--- config.mk ---
export PLATFORM = sky130hd
export DESIGN_NAME = cc_fill_sequencer
export DESIGN_NICKNAME = d
export VERILOG_FILES = /design/src/rtl/cc_fill_sequencer.sv
export SDC_FILE = /design/constraint.sdc
export NUM_CORES = 1
export LEC_CHECK = 0
export CORE_AREA = 4 4 115 117
export CTS_BUF_LIST = sky130_fd_sc_hd__clkbuf_4
export CTS_CLUSTER_SIZE = 10
export DETAILED_ROUTE_END_ITERATION = 16
export DIE_AREA = 0 0 119 121
export GPL_ROUTABILITY_DRIVEN = 0
export PLACE_DENSITY_LB_ADDON = 0.15
export SYNTH_ARGS = -nofsm -noshare
export SYNTH_HDL_FRONTEND = slang
export SYNTH_SLANG_ARGS = --single-unit
--- constraint.sdc ---
create_clock -name clk -period 3.25 [get_ports clk]
set_clock_uncertainty 0.2 [all_clocks]
set_input_delay 0.4875 -clock clk [delete_from_list [all_inputs] [get_ports clk]]
set_output_delay 0.4875 -clock clk [all_outputs]
set_load 0.005 [all_outputs]
--- src/rtl/cc_fill_sequencer.sv ---
// Purpose : cache-line fill controller; pops one miss, issues an 8x64b AXI INCR read,
//           writes the beats into the data array, then the tag entry, then returns the word.
// Latency : pop T0, AR T1, beats T2..T9, tag write T10, response T11 (zero wait states).
// Backpr. : AR held until arready, R accepted only while reading, response held until rsp_ready.
//
// Ports:
//   miss_req_*  show-ahead miss FIFO (empty / rdata / rden pop strobe)
//   mem_ar*     AXI read-address channel (ID/len/size/burst are constants)
//   mem_r*      AXI read-data channel
//   data_*      data array write port, address {index, beat}
//   tag_*       tag array write port, data {valid, tag}
//   rsp_*       requested-word response with error flag
//   busy_o / fill_index_o  hazard-check view of the line being filled
module cc_fill_sequencer #(
  parameter logic [3:0] MEM_ARID = 4'd0
) (
  input  logic        clk,
  input  logic        rst_n,
  input  logic        miss_req_empty_i,
  input  logic [31:0] miss_req_rdata_i,
  output logic        miss_req_rden_o,
  output logic [3:0]  mem_arid_o,
  output logic [31:0] mem_araddr_o,
  output logic [3:0]  mem_arlen_o,
  output logic [2:0]  mem_arsize_o,
  output logic [1:0]  mem_arburst_o,
  output logic        mem_arvalid_o,
  input  logic        mem_arready_i,
  input  logic [63:0] mem_rdata_i,
  input  logic [1:0]  mem_rresp_i,
  input  logic        mem_rlast_i,
  input  logic        mem_rvalid_i,
  output logic        mem_rready_o,
  output logic        data_wren_o,
  output logic [10:0] data_waddr_o,
  output logic [63:0] data_wdata_o,
  output logic        tag_wren_o,
  output logic [7:0]  tag_waddr_o,
  output logic [18:0] tag_wdata_o,
  output logic        rsp_valid_o,
  output logic [31:0] rsp_data_o,
  output logic        rsp_err_o,
  input  logic        rsp_ready_i,
  output logic        busy_o,
  output logic [7:0]  fill_index_o
);

  typedef enum logic [2:0] {
    S_IDLE = 3'd0,
    S_AR   = 3'd1,
    S_RD   = 3'd2,
    S_TAG  = 3'd3,
    S_RSP  = 3'd4
  } state_t;

  state_t      state_q, state_d;
  logic [31:0] addr_q, addr_d;
  logic [3:0]  cnt_q, cnt_d;     // beat counter, saturates at 8
  logic        err_q, err_d;
  logic [31:0] word_q, word_d;   // captured requested word, 0 until its beat arrives

  logic [17:0] line_tag;
  logic [7:0]  line_index;
  logic [2:0]  req_beat;
  logic        word_sel;
  logic        pop;
  logic        r_hs;
  logic        beat_in_range;
  logic        unused_addr_bits;

  assign line_tag   = addr_q[31:14];
  assign line_index = addr_q[13:6];
  assign req_beat   = addr_q[5:3];
  assign word_sel   = addr_q[2];

  // Byte-within-word bits have no meaning for a word-granular response.
  assign unused_addr_bits = ^addr_q[1:0];

  // Pop is suppressed while reset is asserted so no miss is lost to a reset pulse.
  assign pop           = (state_q == S_IDLE) && !miss_req_empty_i && rst_n;
  assign r_hs          = (state_q == S_RD) && mem_rvalid_i;
  assign beat_in_range = !cnt_q[3];

  // ---------------------------------------------------------------- state register
  always_ff @(posedge clk or negedge rst_n) begin
    if (!rst_n) begin
      state_q <= S_IDLE;
    end else begin
      state_q <= state_d;
    end
  end

  // ---------------------------------------------------------------- next state
  always_comb begin
    state_d = state_q;
    case (state_q)
      S_IDLE: if (pop)                      state_d = S_AR;
      S_AR:   if (mem_arready_i)            state_d = S_RD;
      S_RD:   if (r_hs && mem_rlast_i)      state_d = S_TAG;
      S_TAG:                                state_d = S_RSP;
      S_RSP:  if (rsp_ready_i)              state_d = S_IDLE;
      default:                              state_d = S_IDLE;
    endcase
  end

  // ---------------------------------------------------------------- datapath registers
  always_ff @(posedge clk or negedge rst_n) begin
    if (!rst_n) begin
      addr_q <= '0;
      cnt_q  <= '0;
      err_q  <= 1'b0;
      word_q <= '0;
    end else begin
      addr_q <= addr_d;
      cnt_q  <= cnt_d;
      err_q  <= err_d;
      word_q <= word_d;
    end
  end

  always_comb begin
    addr_d = addr_q;
    cnt_d  = cnt_q;
    err_d  = err_q;
    word_d = word_q;
    if (pop) begin
      addr_d = miss_req_rdata_i;
      cnt_d  = '0;
      err_d  = 1'b0;
      word_d = '0;
    end
    if (r_hs) begin
      if (beat_in_range) begin
        cnt_d = cnt_q + 4'd1;
        if (cnt_q[2:0] == req_beat) begin
          word_d = word_sel ? mem_rdata_i[63:32] : mem_rdata_i[31:0];
        end
      end else begin
        // Beats past the eighth are drained without a write and poison the line.
        err_d = 1'b1;
      end
      if (mem_rresp_i != 2'b00) begin
        err_d = 1'b1;
      end
      // A burst that ends on anything but the eighth beat is incomplete or overlong.
      if (mem_rlast_i && (cnt_q != 4'd7)) begin
        err_d = 1'b1;
      end
    end
  end

  // ---------------------------------------------------------------- outputs
  // Data-carrying outputs are zeroed when their strobe is low so that an
  // asynchronous reset drives every non-constant output to 0 immediately.
  always_comb begin
    miss_req_rden_o = pop;
    mem_arid_o      = MEM_ARID;
    mem_arlen_o     = 4'd7;
    mem_arsize_o    = 3'd3;
    mem_arburst_o   = 2'b01;
    mem_arvalid_o   = (state_q == S_AR);
    mem_araddr_o    = mem_arvalid_o ? {addr_q[31:6], 6'b0} : 32'd0;
    mem_rready_o    = (state_q == S_RD);
    data_wren_o     = r_hs && beat_in_range;
    data_waddr_o    = data_wren_o ? {line_index, cnt_q[2:0]} : 11'd0;
    data_wdata_o    = data_wren_o ? mem_rdata_i : 64'd0;
    tag_wren_o      = (state_q == S_TAG);
    tag_waddr_o     = tag_wren_o ? line_index : 8'd0;
    tag_wdata_o     = tag_wren_o ? {!err_q, line_tag} : 19'd0;
    rsp_valid_o     = (state_q == S_RSP);
    rsp_data_o      = rsp_valid_o ? word_q : 32'd0;
    rsp_err_o       = rsp_valid_o && err_q;
    busy_o          = (state_q != S_IDLE);
    fill_index_o    = busy_o ? line_index : 8'd0;
  end

endmodule

# ---- Yosys cells after proc, flatten, opt, wreduce, memory -nomap -nowiden
# Index checks and enable logic that the tools add are counted.
dict set report op_classes {
  n_addsub 1
  eq_ne 10
  n_mux 25
  reduce_logical 14
}
# op n
set op_table {}
lappend op_table {{$mux 32} 7}
lappend op_table {{$mux 64} 1}
lappend op_table {{$mux 19} 1}
lappend op_table {{$mux 8} 2}
lappend op_table {{$pmux 3 s5} 1}
lappend op_table {{$mux 3} 4}
lappend op_table {{$mux 4} 3}
lappend op_table {{$mux 11} 1}
lappend op_table {{$logic_and 1x1->1} 7}
lappend op_table {{$eq 3x2->1 const B} 2}
lappend op_table {{$ne 2x1->1 const B} 3}
lappend op_table {{$mux 1} 5}
lappend op_table {{$add 4x1->4 const B} 1}
lappend op_table {{$ne 4x3->1 const B} 1}
lappend op_table {{$reduce_and 4->1} 1}
lappend op_table {{$eq 3x1->1 const B} 1}
lappend op_table {{$eq 3x3->1} 1}
lappend op_table {{$eq 3x3->1 const B} 1}
lappend op_table {{$logic_not 1->1} 3}
lappend op_table {{$logic_not 3->1} 1}
lappend op_table {{$reduce_bool 3->1} 1}
lappend op_table {{$ne 2x2->1 const B} 1}
lappend op_table {{$reduce_bool 2->1} 1}
dict set report totals {
  regBits 72
  input_bits 105
  elab_cells 55
}

# ---- Logic depth before layout (Yosys ltp)
dict set report logic_depth {
  ltp_word 8
  ltp_mapped 7
  depth_no_buf 5
}

# ---- Worst setup path after synthesis
# OpenSTA, ideal clock, no wires.
dict set report synth_path {
  kind {flip-flop to output port}
  start {register state_q[0]}
  end {output port miss_req_rden_o}
  t_arrival_ns 1.580
  required_ns 2.562
  path_slack_ns 0.982
  stages_incl_launch_ff 6
  n_path_buf 2
  path_cell_list {dfrtp_1 -> or3_1 -> buf_2 -> or3b_4 -> inv_2 -> buf_4}
}
dict set report synth_via {
  elab_chain_cells 3
}
# item line_no
set synth_rtl {}
lappend synth_rtl {{start: declaration} 56} ;# state_t state_q, state_d;
lappend synth_rtl {{start signal: assignment} 89} ;# state_q <= state_d;
lappend synth_rtl {{$logic_not 3->1} 80} ;# assign pop = (state_q == S_IDLE) && !miss_req_empty_i && rst_n;
lappend synth_rtl {{$logic_and 1x1->1 (2 in a row)} 80}
lappend synth_rtl {{end: declaration} 21} ;# output logic miss_req_rden_o,
# No other way between the ends.

# ---- Final worst setup path
# Ends and elaborated chain as after synthesis.

==> reports/qor.yml <==
outcome:
  status: "completed"
sta:
  relSlewSlack_pct: 36.5
  hold_viol_final: 0
  setup_ws_ps: 108
  period_needed_ps: 3140
  final-setup-viol-count: 0
  layout_worst_path_cycle_share_pct: 96.7
  fmax_ghz: 0.318
  final.setup.tns_ps: 0
  worst_pin_slew_ps: 952
  finalMaxSlewViolations: 0
  grt_setup_unrepaired: "false"
critical_path:
  max_stage_delay_ps: 550
  path_cells: "or3_1 -> or3b_4 -> inv_2 -> clkdlybuf4s50_1"
  cp-end-kind: "output pin"
  crit_type: "flop to output pin"
  crit_buf_inv: 2
  worst-path-max-fanout: 10
  path_delay_family: "simple AND/OR/NAND/NOR gates"
  arrival_ps: 2450
  critPathLaunchType: "flop"
  critical_path.slowest_cell: "or3_1"
  worst_ep_required_time_ps: 2560
placement:
  port_buffers: 278
  hpwl_um: 11400
  dp_slack_ps: 248
route:
  antenna_left: 0
  drc: 0
  via_count: 4339
  wl_per_cell_um: 15.4
  routed_wirelength_um: 14700
  drtIter0Drc: 131
  vias_per_cell: 4.52
  first_pass_iters: 4
clock_tree:
  cts_sinks: 70
  cts_root_buffer: "clkbuf_4"
  clk_latency_ps: 410
  post_cts_resized: 0
  cts_buffers: 9
  clk_pin_slew_ps: 120
  htreeDepth: 3
  cts_hold_buf: 0
  cts_tree: "yes"
  cts_buffer_depth: 2
  cts_setup_buffers: 0
yosys:
  synth_seq_cells: 70
  synth_area_mm2: 0.00450
  yosysSeqAreaShare_pct: 38.9
  synth_cell_types: 31
  syn_inst: 519
  yosysWarnings: 0
  yosysTopAreaCell: "dfrtp_1"
  synth.area.top_cells: "dfrtp_1, and2_1, mux2i_1"
  netlist.area_leader.share_pct: 38.9
  avgSynthCellArea_um2: 8.68
power:
  p_leak_nw: 3.46
  ir_worst_vdd_mv: 0.222
  p_per_area_mw_per_mm2: 550
floorplan:
  core-area_mm2: 0.0124
  dieArea_mm2: 0.0144
  initial_core_util_pct: 36.4
  io-pin-count: 300
  dieWidth_um: 119
  die_y_um: 121
  rows: 41
global_routing:
  grt_usage_pct: 19.9
  grt_max_degree: 72
  grt_pass1_wl_um: 22800
  grt_antenna_before_repair: 2
  grt_pass1_vias: 4420
  overflow: 0
cells_and_area:
  nets: 887
  area_growth_pct: 65.3
  final_cell_mix: "clkdlybuf4s50_1, and2_1, nand2_1"
  drive_above_1_share_pct: 4.07
  final_common_cell: "clkdlybuf4s50_1"
worst_hold_path:
  hold_class: "primary input to async pin"
job:
  maxCapViolations: 0
## power breakdown
part / total, mW / switching (mW) / internal [mW]
Sequential: 1.64 / 0.363 / 1.28
Clock: 0.462 / 0.306 / 0.156
Combinational: 1.99 / 0.822 / 1.17
## metrics by stage
stage               hold WS, ps  power, mW  instance area (µm²)  cells  utilization, %
floorplan                 -8.09       2.65                 4570    536               -
global placement            267       3.61                 7340    942            59.3
detailed placement          276       3.69                 7340    942            59.3
CTS                         124       4.16                 7440    958            60.2
global route                175       4.43                 7440    960            60.2
finish                      106       4.09                 7440    960            60.2
## cells by family (layout without fill, tap and decap cells)
logic type	count (synthesis)	in the layout	share of synthesized area (%)
AO/OA/AOI/OAI	8	8	1.22
adder cells (fa/ha/maj)	1	1	0.278
AND/OR/NAND/NOR	311	311	36.3
XOR/XNOR	3	3	0.584
buffers and inverters	57	307	7.64
other	2	21	0.167
flip-flops	70	70	38.9
multiplexers	67	67	14.9
## state kept, by name (all words and copies together), names as in the netlist
signal and count:
word_q 32, addr_q 30, cnt_q 4, state_q 3
err_q 1
## metal layers
layer,track usage [%],vias up,part of all wire [%]
li1,-,2119,-
met1,21.7,1996,38
met2,36.2,200,51
met3,5.45,24,7.8
met4,8.40,0,2.8
met5,0,-,0
## path summary, 6_finish.rpt
check | from | endpoint | slack [ps] | cells after the start
setup reg to reg | state_q[0] | cnt_q[0] | 690 | 6
hold / removal | rst_n | cnt_q[3] | 110 | 2
max in group asynchronous | rst_n | addr_q[2] | 2110 | 2
min in group clk | addr_q[16] | addr_q[16] | 300 | 2
hold reg to reg | addr_q[16] | addr_q[16] | 300 | 2
setup / recovery | state_q[0] | miss_req_rden_o | 110 | 4
## area by class of cell
| type | instances | area, µm² |
|---|---|---|
| Clock buffer | 10 | 75.1 |
| Clock inverter | 6 | 28.8 |
| Multi-Input combinational cell | 409 | 2490 |
| Inverter | 3 | 11.3 |
| Fill cell | 1117 | 4920 |
| Sequential cell | 70 | 1750 |
| Antenna cell | 2 | 5.00 |
| Timing Repair Buffer | 288 | 2870 |
| Tap cell | 172 | 215 |
## cell usage after synthesis (all sizes together)
cell,count
and2,168
nand2,128
dfrtp,70
mux2i,65
buf,31
clkbuf,23
nor2,4
inv,3
nor3b,3
xnor2,3
a21oi,2
conb,2
mux2,2
o21ai,2
a2111oi,1
a21o,1
a32o,1
and3b,1
ha,1
nand2b,1
nand3b,1
nand4,1
nand4bb,1
nor2b,1
o22a,1
or3,1
or3b,1
Power figures use the tool's default switching activity.
